**config.mk**
```make
export PLATFORM = sky130hd
export DESIGN_NAME = press_classifier
export DESIGN_NICKNAME = d
export VERILOG_FILES = /design/src/rtl/press_classifier.sv
export SDC_FILE = /design/constraint.sdc
export NUM_CORES = 1
export LEC_CHECK = 0
export ABC_AREA = 0
export CORE_AREA = 2 2 64 66
export DETAILED_ROUTE_END_ITERATION = 10
export DIE_AREA = 0 0 66 68
export GPL_ROUTABILITY_DRIVEN = 1
export PLACE_DENSITY = 0.7
export REMOVE_ABC_BUFFERS = 1
export SYNTH_ARGS = -nofsm -noshare
export SYNTH_HDL_FRONTEND = slang
export SYNTH_SLANG_ARGS = --single-unit
```
**constraint.sdc**
```tcl
create_clock -name CLK -period 1.9 [get_ports CLK]
set_clock_uncertainty 0.05 [all_clocks]
set_input_delay 0.285 -clock CLK [delete_from_list [all_inputs] [get_ports CLK]]
set_output_delay 0.285 -clock CLK [all_outputs]
set_load 0.03 [all_outputs]
```
**src/rtl/press_classifier.sv**
```systemverilog
// Classifies switch gestures into single click, double click and long press event pulses.
// Optional PRESS_COUNT_EN adds an 8-bit wrapping count of classified events.
module press_classifier #(
  parameter int unsigned LONG_CYCLES = 5000000,
  parameter int unsigned GAP_CYCLES  = 1500000,
  parameter int unsigned CNT_W       = 23
) (
  input  logic CLK,
  input  logic RST,
  input  logic detected,
  input  logic switch_level,
  output logic single_click,
  output logic double_click,
  output logic long_press,
  output logic busy
`ifdef PRESS_COUNT_EN
  ,
  output logic [7:0] event_count
`endif
);

  localparam logic [CNT_W-1:0] LongLast = CNT_W'(LONG_CYCLES - 1);
  localparam logic [CNT_W-1:0] GapLast  = CNT_W'(GAP_CYCLES - 1);

  typedef enum logic [2:0] {
    StIdle,
    StPress1,
    StWaitGap,
    StPress2,
    StHoldLong
  } state_e;

  state_e           state_q, state_d;
  logic [CNT_W-1:0] cnt_q, cnt_d;
  logic             single_q, single_d;
  logic             double_q, double_d;
  logic             long_q, long_d;
  logic             busy_q;

  always_comb begin
    state_d  = state_q;
    cnt_d    = cnt_q;
    single_d = 1'b0;
    double_d = 1'b0;
    long_d   = 1'b0;
    unique case (state_q)
      StIdle: begin
        if (detected) state_d = StPress1;
      end
      StPress1: begin
        if (!switch_level) begin
          state_d = StWaitGap;
        end else if (cnt_q == LongLast) begin
          long_d  = 1'b1;
          state_d = StHoldLong;
        end else begin
          cnt_d = cnt_q + CNT_W'(1);
        end
      end
      StWaitGap: begin
        // A second press on the timeout cycle still counts as a double click.
        if (detected) begin
          double_d = 1'b1;
          state_d  = StPress2;
        end else if (cnt_q == GapLast) begin
          single_d = 1'b1;
          state_d  = StIdle;
        end else begin
          cnt_d = cnt_q + CNT_W'(1);
        end
      end
      StPress2, StHoldLong: begin
        if (!switch_level) state_d = StIdle;
      end
      default: state_d = StIdle;
    endcase
    if (state_d != state_q) cnt_d = '0;
  end

  always_ff @(posedge CLK or posedge RST) begin
    if (RST) begin
      state_q  <= StIdle;
      cnt_q    <= '0;
      single_q <= 1'b0;
      double_q <= 1'b0;
      long_q   <= 1'b0;
      busy_q   <= 1'b0;
    end else begin
      state_q  <= state_d;
      cnt_q    <= cnt_d;
      single_q <= single_d;
      double_q <= double_d;
      long_q   <= long_d;
      busy_q   <= (state_d != StIdle);
    end
  end

  assign single_click = single_q;
  assign double_click = double_q;
  assign long_press   = long_q;
  assign busy         = busy_q;

`ifdef PRESS_COUNT_EN
  logic [7:0] count_q;

  always_ff @(posedge CLK or posedge RST) begin
    if (RST) begin
      count_q <= 8'd0;
    end else if (single_d || double_d || long_d) begin
      count_q <= count_q + 8'd1;
    end
  end

  assign event_count = count_q;
`endif

endmodule

```
==> impl_metrics.json, run 1 <==
{
  "status": "finished, violations left",
  "violations": "negative setup slack",
  "synthCells": 209,
  "fmax_mhz": 462,
  "fin_hold_ws_ns": 0.332,
  "grt-ovfl-total": 0,
  "seq_area_frac_synth_pct": 37.7,
  "r2r_slack_ns": -0.26,
  "syn_area_per_cell_um2": 9.52,
  "ant_nets": 0,
  "ys_types": 47,
  "synth-async-reset-ratio_pct": 100,
  "core_area_mm2": 0.00386,
  "rows": 23,
  "start_util_pct": 51.6,
  "track_usage_pct": 33.9,
  "port_buffers": 7,
  "synth_top_cell_area_share_pct": 37.7,
  "arrival_ns": 2.30,
  "ys_seq_elements": 30,
  "hold_buffers": 0,
  "synthesis.area_mm2": 0.00199,
  "clk_latency_ns": 0.30,
  "required_ns": 2.04,
  "cts-buffers-inserted": 5,
  "routedWlPerCell_um": 23.4,
  "root_buffer": "clkbuf_8",
  "diodes": 0,
  "p_leak_nw": 1.21,
  "finalSetupViolations": 23,
  "area_delta_synth_final_pct": 55.5,
  "synthTopCellsByArea": "dfrtp_1 (38%), a211oi_2 (5.7%), nor3_1 (5.0%)",
  "vias": 2186,
  "finalMaxSlewViolations": 0,
  "grt_pass1_wl_um": 11100,
  "grt_use_met2_pct": 58.1,
  "met1_usage_pct": 40.7,
  "path_class": "flip-flop to flip-flop",
  "layout.nets": 284,
  "worstMarginPinSlew_ns": 0.479,
  "ys_warn_count": 0,
  "min_period_over_period_pct": 114,
  "fin_ws_ns": -0.262,
  "hold_path.class": "input port to async pin",
  "synth-edff-count": 0,
  "maxCapViolCount": 0,
  "drive_gt1_share_pct": 51.4,
  "die_y_um": 68,
  "io_pins": 8,
  "instances_no_fill": 330,
  "postLayoutCellArea_mm2": 0.00309,
  "antenna_found_initial": 0,
  "drt_iter0_drc": 268,
  "avgViaCountPerCell": 6.62,
  "synth_top_area_cell": "dfrtp_1",
  "path_clk_slew_ns": 0.07,
  "cts_sinks": 30,
  "gp_congestion": 0.945,
  "synth.top_cells.by_count": "dfrtp_1 (30), nor3_1 (20), nand2_1 (17)",
  "tns_ns": -4.54,
  "die_w_um": 66,
  "finalHoldViolations": 0,
  "dieArea_mm2": 0.00449,
  "grt_most_used_layer": "met2",
  "cp_max_fo": 4,
  "grt_start_max_net_pins": 31,
  "drcViolationCount": 0,
  "powerDensity_mw_per_mm2": 657,
  "dr.pass1.iters": 6,
  "clk_path_buf_depth": 2,
  "crit_path_start_kind": "flip-flop",
  "use_met3_pct": 6.41,
  "wl_um": 7720,
  "first_global_vias": 2158,
  "cts_tree": "done",
  "fin_crit_ns": 2.16,
  "htree_levels": 2,
  "dp_cells": 305,
  "crit_path_end_kind": "flip-flop",
  "ir_drop_v": 0.000460,
  "yosysMostFrequentCell": "dfrtp_1",
  "synth_ff_type": "dfrtp_1",
  "power_mw": 2.03,
  "rsz0062_at_grt": "yes",
  "dp_hpwl_um": 3560,
  "place_area_mm2": 0.00247,
  "relSlewSlack_pct": 67.8
}
[routing by layer]
metal	vias up	wire, µm
li1	929	-
met1	1087	2850
met2	131	3900
met3	39	544
met4	0	427
met5	-	0
[power breakdown]
part	internal, mW	switching (mW)	total [mW]
Clock	0.386	0.276	0.662
Combinational	0.322	0.363	0.685
Sequential	0.666	0.0201	0.686
Total	1.37	0.659	2.03
[critical path, stage by stage (launching register included)]
cell and delay [ns]:
dfrtp_1 0.36, ha_2 0.20, and4_4 0.26, buf_6 0.11
buf_4 0.12, o2111ai_2 0.16, nor4_2 0.51, xnor2_1 0.22
nor3_2 0.06
[repair_timing]
action | 4_1_cts | 5_1_grt
resized for setup | 35 | 35
setup endpoints to repair | 25 | 27
buffers inserted | 13 | 4
pin swaps | 9 | 20
gates cloned | 4 | 2
[sequential cells by signal (all words and copies together) (netlist names)]
| signal | cells |
|---|---|
| long_press | 1 |
| state_q | 3 |
| double_click | 1 |
| single_click | 1 |
| busy | 1 |
| cnt_q | 23 |
[placed cells by master (no fill, tap or decap), drive strengths merged, types with 2 or more instances in the layout]
cell type,netlist,routed
buf,13,70
dfrtp,30,30
nor3,23,23
nand2,17,17
nand3,14,14
xnor2,10,10
a211oi,9,9
nand4,7,7
clkdlybuf4s50,0,7
nor4,7,7
or4,6,6
clkbuf,2,6
nor2,6,6
o31ai,6,6
inv,5,5
and3,5,5
o21ai,5,5
nor2b,4,4
nand2b,4,4
xor2,4,4
or3,4,4
a21oi,4,4
nor3b,3,3
nand4b,2,2
and4b,2,2
o311ai,2,2
clkinv,0,2
nor4bb,2,2
nor4b,2,2
[cell type report]
class / count / area [µm²]
clock inverter: 3 / 40.0
fill: 215 / 762
clock buffer: 5 / 68.8
tap: 50 / 62.6
sequential: 30 / 753
inverter: 5 / 18.8
multi-input combinational: 159 / 1400
timing repair buffer: 78 / 752
[logic make-up after synthesis]
family                     synth area share, %
xor gates and xnor gates                  6.16
buffers and inverters                     5.16
and+or+nand+nor                           35.0
AOI/OAI and AO/OA                         15.3
DFF                                       37.7
adders and majority gates                0.629
[path summary, 6_finish.rpt]
check | startpoint | to | depth (start not counted)
max | cnt_q[1] | cnt_q[22] | 8
min | RST | cnt_q[21] | 3
max reg2reg | cnt_q[1] | cnt_q[22] | 8
min reg2reg | cnt_q[17] | long_press | 3
max in group asynchronous | RST | cnt_q[7] | 3
min in group CLK | cnt_q[17] | long_press | 3
[per-stage QoR]
| stage | util (%) | setup slack [ns] |
|---|---|---|
| 4_1_cts | 76.5 | -0.122 |
| 3_3_place_gp | 64.0 | -0.231 |
| 3_5_place_dp | 64.0 | -0.348 |
| 6_report | 80.2 | -0.262 |
| 2_1_floorplan | - | -0.220 |
| 5_1_grt | 80.2 | -0.307 |
No activity file was read; power rests on OpenSTA's default activity.
==> inputs of run 2 (changes only) <==
--- a/config.mk
+++ b/config.mk
@@ -6,11 +6,11 @@
 export NUM_CORES = 1
 export LEC_CHECK = 0
 export ABC_AREA = 0
-export CORE_AREA = 2 2 64 66
+export CORE_AREA = 2 2 75 77
 export DETAILED_ROUTE_END_ITERATION = 10
-export DIE_AREA = 0 0 66 68
+export DIE_AREA = 0 0 77 79
 export GPL_ROUTABILITY_DRIVEN = 1
-export PLACE_DENSITY = 0.7
+export PLACE_DENSITY = 0.53
 export REMOVE_ABC_BUFFERS = 1
 export SYNTH_ARGS = -nofsm -noshare
 export SYNTH_HDL_FRONTEND = slang
==> run 2 against run 1 <==
Compared with the run above: the flow still finishes with violations (negative setup slack); sequential cell count unchanged; critical path depth unchanged; combinational power decreased by 5.4%; utilization decreased by 20 points; sequential power about the same.
==> impl_metrics.json, run 2 (same netlist as run 1, synthesis figures left out) <==
{
  "crit_path_start_kind": "flip-flop",
  "grt-ovfl-total": 0,
  "htree_levels": 2,
  "crit_path_end_kind": "flip-flop",
  "instances_no_fill": 361,
  "routedWlPerCell_um": 18.6,
  "largest_reg_flops": 23,
  "relSlewSlack_pct": 59.8,
  "grt_pass1_wl_um": 10400,
  "io_pins": 8,
  "dp_hpwl_um": 3650,
  "core_area_mm2": 0.00534,
  "violations": "negative setup slack",
  "clk_latency_ns": 0.29,
  "r2r-start": "cnt_q[22]",
  "drcViolationCount": 0,
  "p_seq_share_pct": 37.2,
  "diodes": 0,
  "fin_ws_ns": -0.144,
  "required_ns": 2.06,
  "clk_path_buf_depth": 2,
  "status": "finished, violations left",
  "path_clk_slew_ns": 0.07,
  "fin_crit_ns": 2.04,
  "rows": 27,
  "avgViaCountPerCell": 5.58,
  "layout_common_cells": "buf_4 (58), dfrtp_1 (26), nand2_1 (16)",
  "grt_start_max_net_pins": 31,
  "port_buffers": 7,
  "cp_max_fo": 4,
  "rsz0062_at_grt": "yes",
  "swShare_pct": 33.3,
  "fin_hold_ws_ns": 0.338,
  "multi_input_area_mm2": 0.00141,
  "die_w_um": 77,
  "finalSetupViolations": 23,
  "dieArea_mm2": 0.00608,
  "wl_um": 6700,
  "track_usage_pct": 22.1,
  "pwr-share-comb_pct": 35.3,
  "r2r_cells": 8,
  "finalHoldViolations": 0,
  "final_util_pct": 60.0,
  "layout.nets": 294,
  "p_leak_nw": 1.20,
  "seq_area_um2": 756,
  "powerDensity_mw_per_mm2": 573,
  "arrival_ns": 2.20,
  "r2r-end": "cnt_q[11]",
  "first_global_vias": 1993,
  "hold_buffers": 0,
  "vias": 2016,
  "hold_path.class": "input port to async pin",
  "dr.pass1.iters": 4,
  "gp_congestion": 0.785,
  "largest_registers": "cnt_q (23), state_q (3)",
  "start_util_pct": 37.3,
  "p_clk_share_pct": 27.5,
  "internal_power_mw": 1.23,
  "die_y_um": 79,
  "root_buffer": "clkbuf_8",
  "r2r_slack_ns": -0.14,
  "final_common_cell": "buf_4",
  "fillers": 475,
  "cts_tree": "done",
  "p_sw_uw": 610,
  "antenna_found_initial": 0,
  "dp_cells": 330,
  "cts-buffers-inserted": 5,
  "largest_register": "cnt_q",
  "finalMaxSlewViolations": 0,
  "drive_gt1_share_pct": 50.5,
  "maxCapViolCount": 0,
  "ir_drop_v": 0.000307,
  "ant_nets": 0,
  "cts_sinks": 30,
  "worstMarginPinSlew_ns": 0.602,
  "drt_iter0_drc": 76,
  "min_period_over_period_pct": 108,
  "path_class": "flip-flop to flip-flop",
  "fmax_mhz": 489,
  "area_delta_synth_final_pct": 61.0
}
## run 2: what timing repair did
action,4_1_cts,5_1_grt
pin swaps,12,23
buffers inserted,11,9
gates resized for setup,22,46
endpoints found under the setup margin,25,26
cloned,5,2
## run 2: power by group through the flow
stage / clock network, mW / registers (mW) / logic (mW)
after floorplan: 0 / 0.728 / 0.178
after global placement: 0 / 0.692 / 0.433
after detailed placement: 0 / 0.694 / 0.433
after CTS: 0.510 / 0.683 / 0.576
after global routing: 0.545 / 0.686 / 0.684
final: 0.505 / 0.683 / 0.648
## run 2: worst max-delay path, stage by stage (launching register included)
cell and delay [ns]:
dfrtp_1 0.42, nor4b_2 0.18, buf_4 0.14, nand4_1 0.12, buf_6 0.14, o32ai_4 0.09
buf_4 0.16, or4_4 0.47, a211oi_2 0.18
## run 2: worst max-delay path by stage
stage	startpoint	end	slack, ns
after floorplan	cnt_q[1]	cnt_q[10]	-0.22
after global placement	switch_level	cnt_q[1]	-0.29
after detailed placement	detected	cnt_q[0]	-0.31
after CTS	cnt_q[11]	cnt_q[11]	-0.1
after global routing	cnt_q[11]	cnt_q[7]	-0.21
final	cnt_q[22]	cnt_q[11]	-0.14
## run 2: stage by stage
step                      worst slack (ns)  TNS, ns  total power [mW]  cell area [µm²]
after floorplan                     -0.220    -4.65             0.907             1910
after CTS                          -0.0970    -1.52              1.77             2900
after global placement              -0.291    -5.01              1.13             2520
after global routing                -0.211    -3.75              1.92             3200
after detailed placement            -0.314    -5.32              1.13             2520
final                               -0.144    -2.39              1.84             3200
## run 2: area by class of cell
type	count	share of cell area (%)
Clock buffer	7	2.38
Multi-Input combinational cell	161	44.1
Tap cell	72	2.81
Inverter	5	0.586
Timing Repair Buffer	86	26.5
Sequential cell	30	23.6
## run 2: layer usage
layer	track usage [%]	routed length (µm)	up-vias
met2	38.1	3450	43
met5	0	0	-
met3	3.86	226	14
li1	-	-	957
met4	6.43	175	0
met1	28.5	2850	1002
==> inputs of run 3 (changes only) <==
--- a/config.mk
+++ b/config.mk
@@ -6,11 +6,12 @@
 export NUM_CORES = 1
 export LEC_CHECK = 0
 export ABC_AREA = 0
-export CORE_AREA = 2 2 75 77
+export CORE_AREA = 2 2 70 72
+export CTS_CLUSTER_DIAMETER = 120
 export DETAILED_ROUTE_END_ITERATION = 10
-export DIE_AREA = 0 0 77 79
+export DIE_AREA = 0 0 72 74
 export GPL_ROUTABILITY_DRIVEN = 1
-export PLACE_DENSITY = 0.53
+export PLACE_DENSITY = 0.6
 export REMOVE_ABC_BUFFERS = 1
 export SYNTH_ARGS = -nofsm -noshare
 export SYNTH_HDL_FRONTEND = slang
==> run 3 against run 2 <==
Compared with the run above: sequential share of layout area rose by 0.46 points; sequential cell count did not move; the flow still finishes with violations (negative setup slack); critical path type unchanged; clock power rose by 10%; combinational power fell by 2%.
==> impl_metrics.json, run 3 (same netlist as run 1, synthesis figures left out) <==
{
  "status": "finished, violations left",
  "violations": "negative setup slack",
  "slowest_stage": "o32ai_4",
  "rsz0062_at_grt": "yes",
  "relSlewSlack_pct": 68.9,
  "p_seq_share_pct": 36.5,
  "routedWlPerCell_um": 20.0,
  "required_ns": 2.06,
  "p_leak_nw": 1.18,
  "cts_tree": "done",
  "powerDensity_mw_per_mm2": 598,
  "internal_power_mw": 1.25,
  "cp_max_fo": 5,
  "seq_area_um2": 754,
  "min_period_over_period_pct": 111,
  "worstMarginPinSlew_ns": 0.466,
  "p_clk_share_pct": 29.8,
  "area_delta_synth_final_pct": 57.7,
  "multi_input_area_mm2": 0.00143,
  "crit_path_end_kind": "flip-flop",
  "path_cells": "nor4bb_2, nand4_1, buf_6, o32ai_4, buf_4, o31ai_2, a211oi_2",
  "core_area_mm2": 0.00460,
  "diodes": 0,
  "clk_path_buf_depth": 2,
  "htree_levels": 2,
  "finalSetupViolations": 23,
  "start_util_pct": 43.3,
  "fmax_mhz": 476,
  "grt-ovfl-total": 0,
  "finalHoldViolations": 0,
  "grt_pass1_wl_um": 10100,
  "track_usage_pct": 25.0,
  "path_class": "flip-flop to flip-flop",
  "pwr-share-comb_pct": 33.8,
  "swShare_pct": 33.6,
  "layout_common_cells": "buf_4 (61), dfrtp_1 (27), nand2_1 (16)",
  "path_clk_slew_ns": 0.07,
  "clk_latency_ns": 0.29,
  "die_w_um": 72,
  "antenna_found_initial": 0,
  "dp_hpwl_um": 3800,
  "crit_path_start_kind": "flip-flop",
  "die_y_um": 74,
  "avgViaCountPerCell": 6.11,
  "port_buffers": 7,
  "dr.pass1.iters": 5,
  "fin_crit_ns": 2.10,
  "first_global_vias": 2092,
  "cts-buffers-inserted": 5,
  "io_pins": 8,
  "drcViolationCount": 0,
  "gp_congestion": 0.900,
  "largest_registers": "cnt_q (23), state_q (3)",
  "dp_slack_ns": -0.314,
  "slowest_delay_ns": 0.43,
  "root_buffer": "clkbuf_8",
  "drive_gt1_share_pct": 51.9,
  "hold_buffers": 0,
  "grt_start_max_net_pins": 31,
  "maxCapViolCount": 0,
  "fillers": 335,
  "ant_nets": 0,
  "rows": 25,
  "ir_drop_v": 0.000372,
  "arrival_ns": 2.26,
  "vias": 2072,
  "fin_ws_ns": -0.202,
  "dieArea_mm2": 0.00533,
  "wl_um": 6780,
  "power_mw": 1.87,
  "cts_sinks": 30,
  "largest_reg_flops": 23,
  "drt_iter0_drc": 250,
  "largest_register": "cnt_q",
  "hold_path.class": "input port to async pin",
  "final_common_cell": "buf_4",
  "layout.nets": 289,
  "p_sw_uw": 629,
  "finalMaxSlewViolations": 0
}
==> run 3: area by class of cell <==
| class | count | share of cell area, % |
|---|---|---|
| well taps | 54 | 2.15 |
| clock buffers | 7 | 2.75 |
| flip-flops and latches | 30 | 24.1 |
| repair buffers | 82 | 24.7 |
| clock inverters | 1 | 0.160 |
| multi-input cells | 160 | 45.6 |
| inverters | 5 | 0.598 |
==> run 3: final timing paths <==
check / cells after the start / slack, ns / end / startpoint
max: 7 / -0.20 / cnt_q[7] / cnt_q[19]
min: 3 / 0.32 / cnt_q[6] / RST
max reg2reg: 7 / -0.20 / cnt_q[7] / cnt_q[19]
min reg2reg: 1 / 0.50 / double_click / state_q[0]
max in group asynchronous: 3 / 1.17 / cnt_q[7] / RST
min in group CLK: 1 / 0.50 / double_click / state_q[0]
==> run 3: critical path, delay by kind of cell, from the launching register on <==
family | cells | cell delay, ns
buffers and inverters | 2 | 0.39
and+or+nand+nor | 2 | 0.52
AOI/OAI and AO/OA | 3 | 0.66
DFF | 1 | 0.40
==> run 3: power by group through the flow <==
| stage | combinational, mW | clock [mW] | sequential [mW] |
|---|---|---|---|
| floorplan | 0.178 | 0 | 0.728 |
| global placement | 0.426 | 0 | 0.693 |
| detailed placement | 0.440 | 0 | 0.694 |
| CTS | 0.446 | 0.558 | 0.682 |
| global route | 0.665 | 0.582 | 0.685 |
| finish | 0.633 | 0.558 | 0.683 |
==> run 3: timing repair <==
item                                    in CTS  in global routing
setup buffers                                9                  8
endpoints found under the setup margin      24                 26
cloned                                       1                  5
pin swaps                                    9                 15
resized for setup                           11                 56
==> run 3: routing by layer <==
| layer | GRT usage (%) | up-vias | part of all wire (%) |
|---|---|---|---|
| met2 | 42.0 | 88 | 51 |
| met5 | 0 | - | 0 |
| met1 | 29.4 | 1013 | 40 |
| met4 | 16.1 | 0 | 4.0 |
| met3 | 5.28 | 29 | 5.3 |
| li1 | - | 942 | - |
==> run 3: through the flow <==
step | utilization (%) | setup TNS (ns) | cell area [µm²] | cells | hold WS [ns]
2_1_floorplan | - | -4.65 | 1910 | 194 | 0.326
3_3_place_gp | 54.0 | -4.36 | 2480 | 310 | 0.446
3_5_place_dp | 54.0 | -4.86 | 2480 | 310 | 0.458
4_1_cts | 59.1 | -2.21 | 2720 | 328 | 0.335
5_1_grt | 68.2 | -3.55 | 3140 | 339 | 0.400
6_report | 68.2 | -2.09 | 3140 | 339 | 0.323
